**config.mk**
```make
export PLATFORM = sky130hd
export DESIGN_NAME = ahb_interconnect
export DESIGN_NICKNAME = d
export VERILOG_FILES = /design/src/rtl/ahb_ic_pkg.sv /design/src/rtl/ahb_watchdog.sv /design/src/rtl/ahb_interconnect.sv
export SDC_FILE = /design/constraint.sdc
export NUM_CORES = 1
export LEC_CHECK = 0
export ABC_AREA = 1
export CAP_MARGIN = 20
export CORE_AREA = 2 2 95 97
export CTS_CLUSTER_DIAMETER = 50
export DETAILED_ROUTE_END_ITERATION = 8
export DIE_AREA = 0 0 97 99
export PLACE_DENSITY = 0.8
export SLEW_MARGIN = 20
export SYNTH_ARGS = -nofsm -noshare
export SYNTH_HDL_FRONTEND = slang
export SYNTH_SLANG_ARGS = --single-unit
```
**constraint.sdc**
```tcl
create_clock -name HCLK -period 1.4 [get_ports HCLK]
set_input_delay 0.21 -clock HCLK [delete_from_list [all_inputs] [get_ports HCLK]]
set_output_delay 0.21 -clock HCLK [all_outputs]
set_load 0.1 [all_outputs]
```
**src/rtl/ahb_ic_pkg.sv**
```systemverilog
// Shared types, HTRANS encodings and decode helpers for the Triple-DES AHB-Lite interconnect.
// Imported by the interconnect top and the wait-state watchdog.
package ahb_ic_pkg;

    typedef enum logic [1:0] {
        IC_IDLE = 2'd0,
        IC_DATA = 2'd1,
        IC_ERR1 = 2'd2,
        IC_ERR2 = 2'd3
    } ic_state_t;

    typedef enum logic {
        SEL_DEF = 1'b0,
        SEL_DES = 1'b1
    } slave_sel_t;

    localparam logic [1:0] HTRANS_IDLE   = 2'b00;
    localparam logic [1:0] HTRANS_BUSY   = 2'b01;
    localparam logic [1:0] HTRANS_NONSEQ = 2'b10;
    localparam logic [1:0] HTRANS_SEQ    = 2'b11;

    function automatic logic addr_hit(input logic [31:0] addr,
                                      input logic [31:0] base,
                                      input logic [31:0] mask);
        return ((addr & mask) == base);
    endfunction

    function automatic logic trans_active(input logic [1:0] trans);
        return ((trans == HTRANS_NONSEQ) || (trans == HTRANS_SEQ));
    endfunction

endpackage

```
**src/rtl/ahb_watchdog.sv**
```systemverilog
// Data-phase wait-state counter; expire pulses when the TIMEOUT-th consecutive
// wait cycle is still not ready.
module ahb_watchdog
    import ahb_ic_pkg::*;
#(
    parameter int unsigned TIMEOUT = 16
) (
    input  logic clk,
    input  logic rst,
    input  logic clr,
    input  logic inc,
    output logic expire
);

    localparam int unsigned CW = (TIMEOUT > 2) ? $clog2(TIMEOUT) : 1;
    localparam logic [CW-1:0] LAST = CW'(TIMEOUT - 1);

    logic [CW-1:0] count_r;

    assign expire = inc && (count_r == LAST);

    // Wait counter: cleared on every accepted address phase, counts stalled data cycles.
    always_ff @(posedge clk) begin
        if (rst) begin
            count_r <= {CW{1'b0}};
        end else if (clr) begin
            count_r <= {CW{1'b0}};
        end else if (inc && !expire) begin
            count_r <= count_r + {{(CW-1){1'b0}}, 1'b1};
        end else begin
            count_r <= count_r;
        end
    end

endmodule

```
**src/rtl/ahb_interconnect.sv**
```systemverilog
// Single-master AHB-Lite interconnect: DES register slave plus default slave,
// with a wait-state watchdog that aborts and quarantines a hung DES slave.
module ahb_interconnect
    import ahb_ic_pkg::*;
#(
    parameter logic [31:0] DES_BASE = 32'h0000_0000,
    parameter logic [31:0] DES_MASK = 32'hFFFF_F000,
    parameter int unsigned TIMEOUT  = 16,
    parameter int unsigned DATA_W   = 64
) (
    input  logic              HCLK,
    input  logic              HRESET,
    input  logic [31:0]       HADDR,
    input  logic [1:0]        HTRANS,
    output logic              HSEL_DES,
    output logic              HSEL_DEF,
    input  logic              HREADYOUT_DES,
    input  logic              HREADYOUT_DEF,
    input  logic              HRESP_DES,
    input  logic              HRESP_DEF,
    input  logic [DATA_W-1:0] HRDATA_DES,
    input  logic [DATA_W-1:0] HRDATA_DEF,
    output logic              HREADY,
    output logic              HRESP,
    output logic [DATA_W-1:0] HRDATA,
    output logic              TIMEOUT_FLAG,
    output logic              QUARANTINE,
    output logic [7:0]        ERR_COUNT
);

    ic_state_t   state_r;
    ic_state_t   state_nxt_s;
    slave_sel_t  sel_r;
    logic        hit_s;
    logic        ready_s;
    logic        resp_s;
    logic [DATA_W-1:0] rdata_s;
    logic        wait_inc_s;
    logic        expire_s;
    logic        timeout_flag_r;
    logic        quarantine_r;
    logic [7:0]  err_count_r;

    assign hit_s    = addr_hit(HADDR, DES_BASE, DES_MASK) && !quarantine_r;
    assign HSEL_DES = hit_s;
    assign HSEL_DEF = !hit_s;

    assign HREADY       = ready_s;
    assign HRESP        = resp_s;
    assign HRDATA       = rdata_s;
    assign TIMEOUT_FLAG = timeout_flag_r;
    assign QUARANTINE   = quarantine_r;
    assign ERR_COUNT    = err_count_r;

    assign wait_inc_s = (state_r == IC_DATA) && !ready_s;

    ahb_watchdog #(
        .TIMEOUT (TIMEOUT)
    ) u_watchdog (
        .clk    (HCLK),
        .rst    (HRESET),
        .clr    (ready_s),
        .inc    (wait_inc_s),
        .expire (expire_s)
    );

    // State register.
    always_ff @(posedge HCLK) begin
        if (HRESET) begin
            state_r <= IC_IDLE;
        end else begin
            state_r <= state_nxt_s;
        end
    end

    // Next-state logic: any ready cycle accepts a new address phase.
    always_comb begin
        state_nxt_s = state_r;
        case (state_r)
            IC_IDLE, IC_DATA, IC_ERR2: begin
                if (ready_s) begin
                    state_nxt_s = trans_active(HTRANS) ? IC_DATA : IC_IDLE;
                end else if (expire_s) begin
                    state_nxt_s = IC_ERR1;
                end else begin
                    state_nxt_s = state_r;
                end
            end
            IC_ERR1: state_nxt_s = IC_ERR2;
            default: state_nxt_s = IC_IDLE;
        endcase
    end

    // Response mux: pass the registered slave through in DATA, synthesize the rest.
    always_comb begin
        ready_s = 1'b1;
        resp_s  = 1'b0;
        rdata_s = {DATA_W{1'b0}};
        case (state_r)
            IC_IDLE: begin
                ready_s = 1'b1;
                resp_s  = 1'b0;
            end
            IC_DATA: begin
                if (sel_r == SEL_DES) begin
                    ready_s = HREADYOUT_DES;
                    resp_s  = HRESP_DES;
                    rdata_s = HRDATA_DES;
                end else begin
                    ready_s = HREADYOUT_DEF;
                    resp_s  = HRESP_DEF;
                    rdata_s = HRDATA_DEF;
                end
            end
            IC_ERR1: begin
                ready_s = 1'b0;
                resp_s  = 1'b1;
            end
            IC_ERR2: begin
                ready_s = 1'b1;
                resp_s  = 1'b1;
            end
            default: begin
                ready_s = 1'b1;
                resp_s  = 1'b0;
            end
        endcase
    end

    // Data-phase select, sticky abort flags and the saturating error counter.
    always_ff @(posedge HCLK) begin
        if (HRESET) begin
            sel_r          <= SEL_DEF;
            timeout_flag_r <= 1'b0;
            quarantine_r   <= 1'b0;
            err_count_r    <= 8'd0;
        end else begin
            if (ready_s) begin
                sel_r <= hit_s ? SEL_DES : SEL_DEF;
            end else begin
                sel_r <= sel_r;
            end
            if (expire_s) begin
                timeout_flag_r <= 1'b1;
                quarantine_r   <= quarantine_r | (sel_r == SEL_DES);
            end else begin
                timeout_flag_r <= timeout_flag_r;
                quarantine_r   <= quarantine_r;
            end
            if (ready_s && resp_s && (err_count_r != 8'd255)) begin
                err_count_r <= err_count_r + 8'd1;
            end else begin
                err_count_r <= err_count_r;
            end
        end
    end

endmodule

```
==> impl_results.md <==
* Leak at 2.70 nW
* Sequential area share after synthesis at 16.9%
* Cts hold-fix bufs at 0
* CTS Buf Count at 3
* Synth top area share at 27.3%
* Antenna cells at 0
* # nets final at 810
* Die Footprint at 9600 um2
* Die X at 97 um
* Library cells used by synthesis at 27
* Maximum achievable frequency at 552 MHz
* GRT busiest layer: met2
* Initial Util at 23.5%
* Placed cell area at 6860 um2
* WP data arrival at 1.60 ns
* Reg power frac at 11.3%
* Crit path kind: reg2out
* Ys Warns at 0
* Mapped Nets at 544
* Top-count cell post-synth: nor2_1
* M3 GR Usage at 6.67%
* First-pass GRT wire length at 24000 um
* Switching share of power at 50.2%
* Design Power at 4.29 mW
* Final RePlAce weighted congestion at 0.894
* Final instance area at 7490 um2
* Setup crit start kind: flop
* Pre-CTS setup slack at -0.366 ns
* # IOs at 246
* R2R Setup Slk at -0.20 ns
* Synth top area cells: nor2_1 27%, dfxtp_1 17%, o21ai_0 13%, nand2_1 7.1%, ha_1 4.4%
* Hold Crit Depth at 2
* Post-synthesis cell area at 2010 um2
* Port Buffer Count at 232
* Vias per Instance at 5.07
* Met2 Track Usage GR at 61.3%
* Worst-Margin Slew at 0.354 ns
* Total Routing Usage GR at 31.9%
* Switching pwr at 2.16 mW
* Layout cell share with drive strength beyond 1 at 53.0%
* Worst-Skew Late Latency at 0.27 ns
* Row count at 34
* Core area at 8550 um2
* Peak supply drop at 0.633 mV
* Register bit total from synthesis at 17
* Hold crit path type: reg2reg
* Max-cap viol count at 0
* Clock share of power at 9.1%
* Mapped Cells at 369
* Met1 Use GR at 33.4%
* Congestion Overflow GR at 0
* Max-slew violation count at 0
* Final WL at 16100 um
* Mean Syn Cell Area at 5.44 um2
* Placed insts at 712
* Comb power frac at 79.6%
* Count of final setup violators at 83
* Routed len/inst at 21.8 um
* Int Power at 2.14 mW
* FF-to-FF path depth at 9
* Minimum clock period at 1.81 ns
* H-tree levels at 1
* Die H at 99 um
* Commonest cells post-synth: 146 x nor2_1, 53 x o21ai_0, 38 x nand2_1, 17 x dfxtp_1, 16 x inv_1
* Initial DRC count at 135
* Sink Count at 17
* Post-route insts no fill at 742
* TritonCTS clock tree: done
* Setup TNS at -25.00 ns
* Final hold viol count at 0
* CTS root buf: clkbuf_8
* Routed via count at 3760
* Outcome: finished, violations left
* Pin count of the biggest net entering global routing at 29
* DRC at 0
* Pre-Repair DR Iteration Count at 4
* Clock-pin slew on the worst setup and hold paths at 0.07 ns
* Unrepaired setup endpoints after global routing: yes
* Worst min-delay path startpoint: TIMEOUT_FLAG$_SDFFE_PP0P_
* Post-synth EDFFs at 0
* Area growth syn-to-layout at 273%
* Initial antenna violation count at 0
* Pwr per Cell Area at 573 nW/um2
* Antenna viol nets, final at 0
* Crit path launch: state_r[1]$_SDFFE_PP0P_
* Tcrit/Tclk final at 129%
* Setup ws final at -0.411 ns
* Required @ worst endpoint at 1.19 ns
* Failing checks: negative setup slack
* Post-DP HPWL at 11100 um
* Reg2reg end: ERR_COUNT[0]$_SDFFE_PP0P_
* Hold Crit Endpoint: TIMEOUT_FLAG$_SDFFE_PP0P_
* Slew HR at 76.3%
* Synth Flop Type: dfxtp_1
* Critical Path End Type: output port
* Worst-path maximum fanout at 6
* Async SR Flop Fraction at 0%
* Vias in the first global route at 4135
* Synth area leader: nor2_1
* CTS Buffer Depth at 2
* Critical R2R Launch: state_r[0]$_SDFFE_PP0P_
* Worst Skew at 0.00202 ns
==> power by group through the flow <==
stage	logic (mW)	clock network, mW	registers (mW)
2_1_floorplan	1.86	0	0.496
3_3_place_gp	3.07	0	0.495
3_5_place_dp	3.13	0	0.496
4_1_cts	3.34	0.372	0.484
5_1_grt	3.51	0.411	0.486
6_report	3.42	0.390	0.485
==> per-stage QoR <==
| step | utilization [%] | hold WS, ns |
|---|---|---|
| after global routing | 87.6 | 0.527 |
| after floorplan | - | 0.377 |
| after global placement | 80.2 | 0.473 |
| after detailed placement | 80.2 | 0.485 |
| after CTS | 86.0 | 0.495 |
| final | 87.6 | 0.512 |
==> logic make-up (layout without fill, tap and decap cells) <==
group	after synthesis	in the layout	synth area share, %
buf+inv	42	306	8.72
compound gates	86	86	23.4
simple gates	212	213	44.4
flops	17	17	16.9
fa+ha+maj	7	7	4.36
xor+xnor	5	5	2.18
==> worst max-delay path, stage by stage (launching register included) <==
cell and delay, ns:
dfxtp_2 0.34, inv_4 0.06, ha_4 0.16, buf_6 0.11, buf_6 0.13, buf_16 0.15, o21ai_4 0.07, nor2_4 0.12
buf_12 0.19
==> flip-flops by register name, indices dropped and copies added (netlist names) <==
register / flops
state_r: 2
sel_r: 1
u_watchdog.count_r: 4
QUARANTINE: 1
TIMEOUT_FLAG: 1
ERR_COUNT: 8
==> cell type report <==
type                       count  area (um2)
timing repair buffer         283        3900
multi-input combinational    311        2930
fill                         339        1060
sequential                    17         383
tap                          108         135
inverter                      19        92.6
clock buffer                   3        41.3
clock inverter                 1        5.00
==> metal layers <==
| metal | up-vias | part of all wire [%] |
|---|---|---|
| met4 | 0 | 4.6 |
| met1 | 1811 | 35 |
| met3 | 59 | 5.7 |
| li1 | 1722 | - |
| met5 | - | 0 |
| met2 | 168 | 55 |
==> worst max path at each step <==
stage | endpoint | slack (ns) | cells past startpoint
after floorplan | HSEL_DES | -0.41 | 5
final | HRDATA[62] | -0.41 | 8
after global routing | HRDATA[54] | -0.45 | 8
after detailed placement | HSEL_DES | -0.37 | 6
after CTS | HRDATA[50] | -0.36 | 8
after global placement | HSEL_DES | -0.34 | 6
==> placed cells by master (no fill, tap or decap), drive strengths merged, types with 6 or more instances in the layout <==
master | synthesis | layout
nor2 | 147 | 148
clkdlybuf4s50 | 0 | 139
buf | 9 | 128
o21ai | 67 | 67
nand2 | 42 | 42
a21oi | 18 | 18
inv | 19 | 18
nand3 | 18 | 18
dfxtp | 17 | 17
dlygate4sd2 | 0 | 9
ha | 7 | 7
dlymetal6s2s | 0 | 6
==> repair_timing <==
| item | in CTS | in global routing |
|---|---|---|
| setup endpoints to repair | 85 | 85 |
| setup buffers | 17 | 5 |
| cloned | 5 | 1 |
| pin swaps | 58 | 22 |
| resized for setup | 56 | 32 |
No activity file was read; power rests on OpenSTA's default activity.
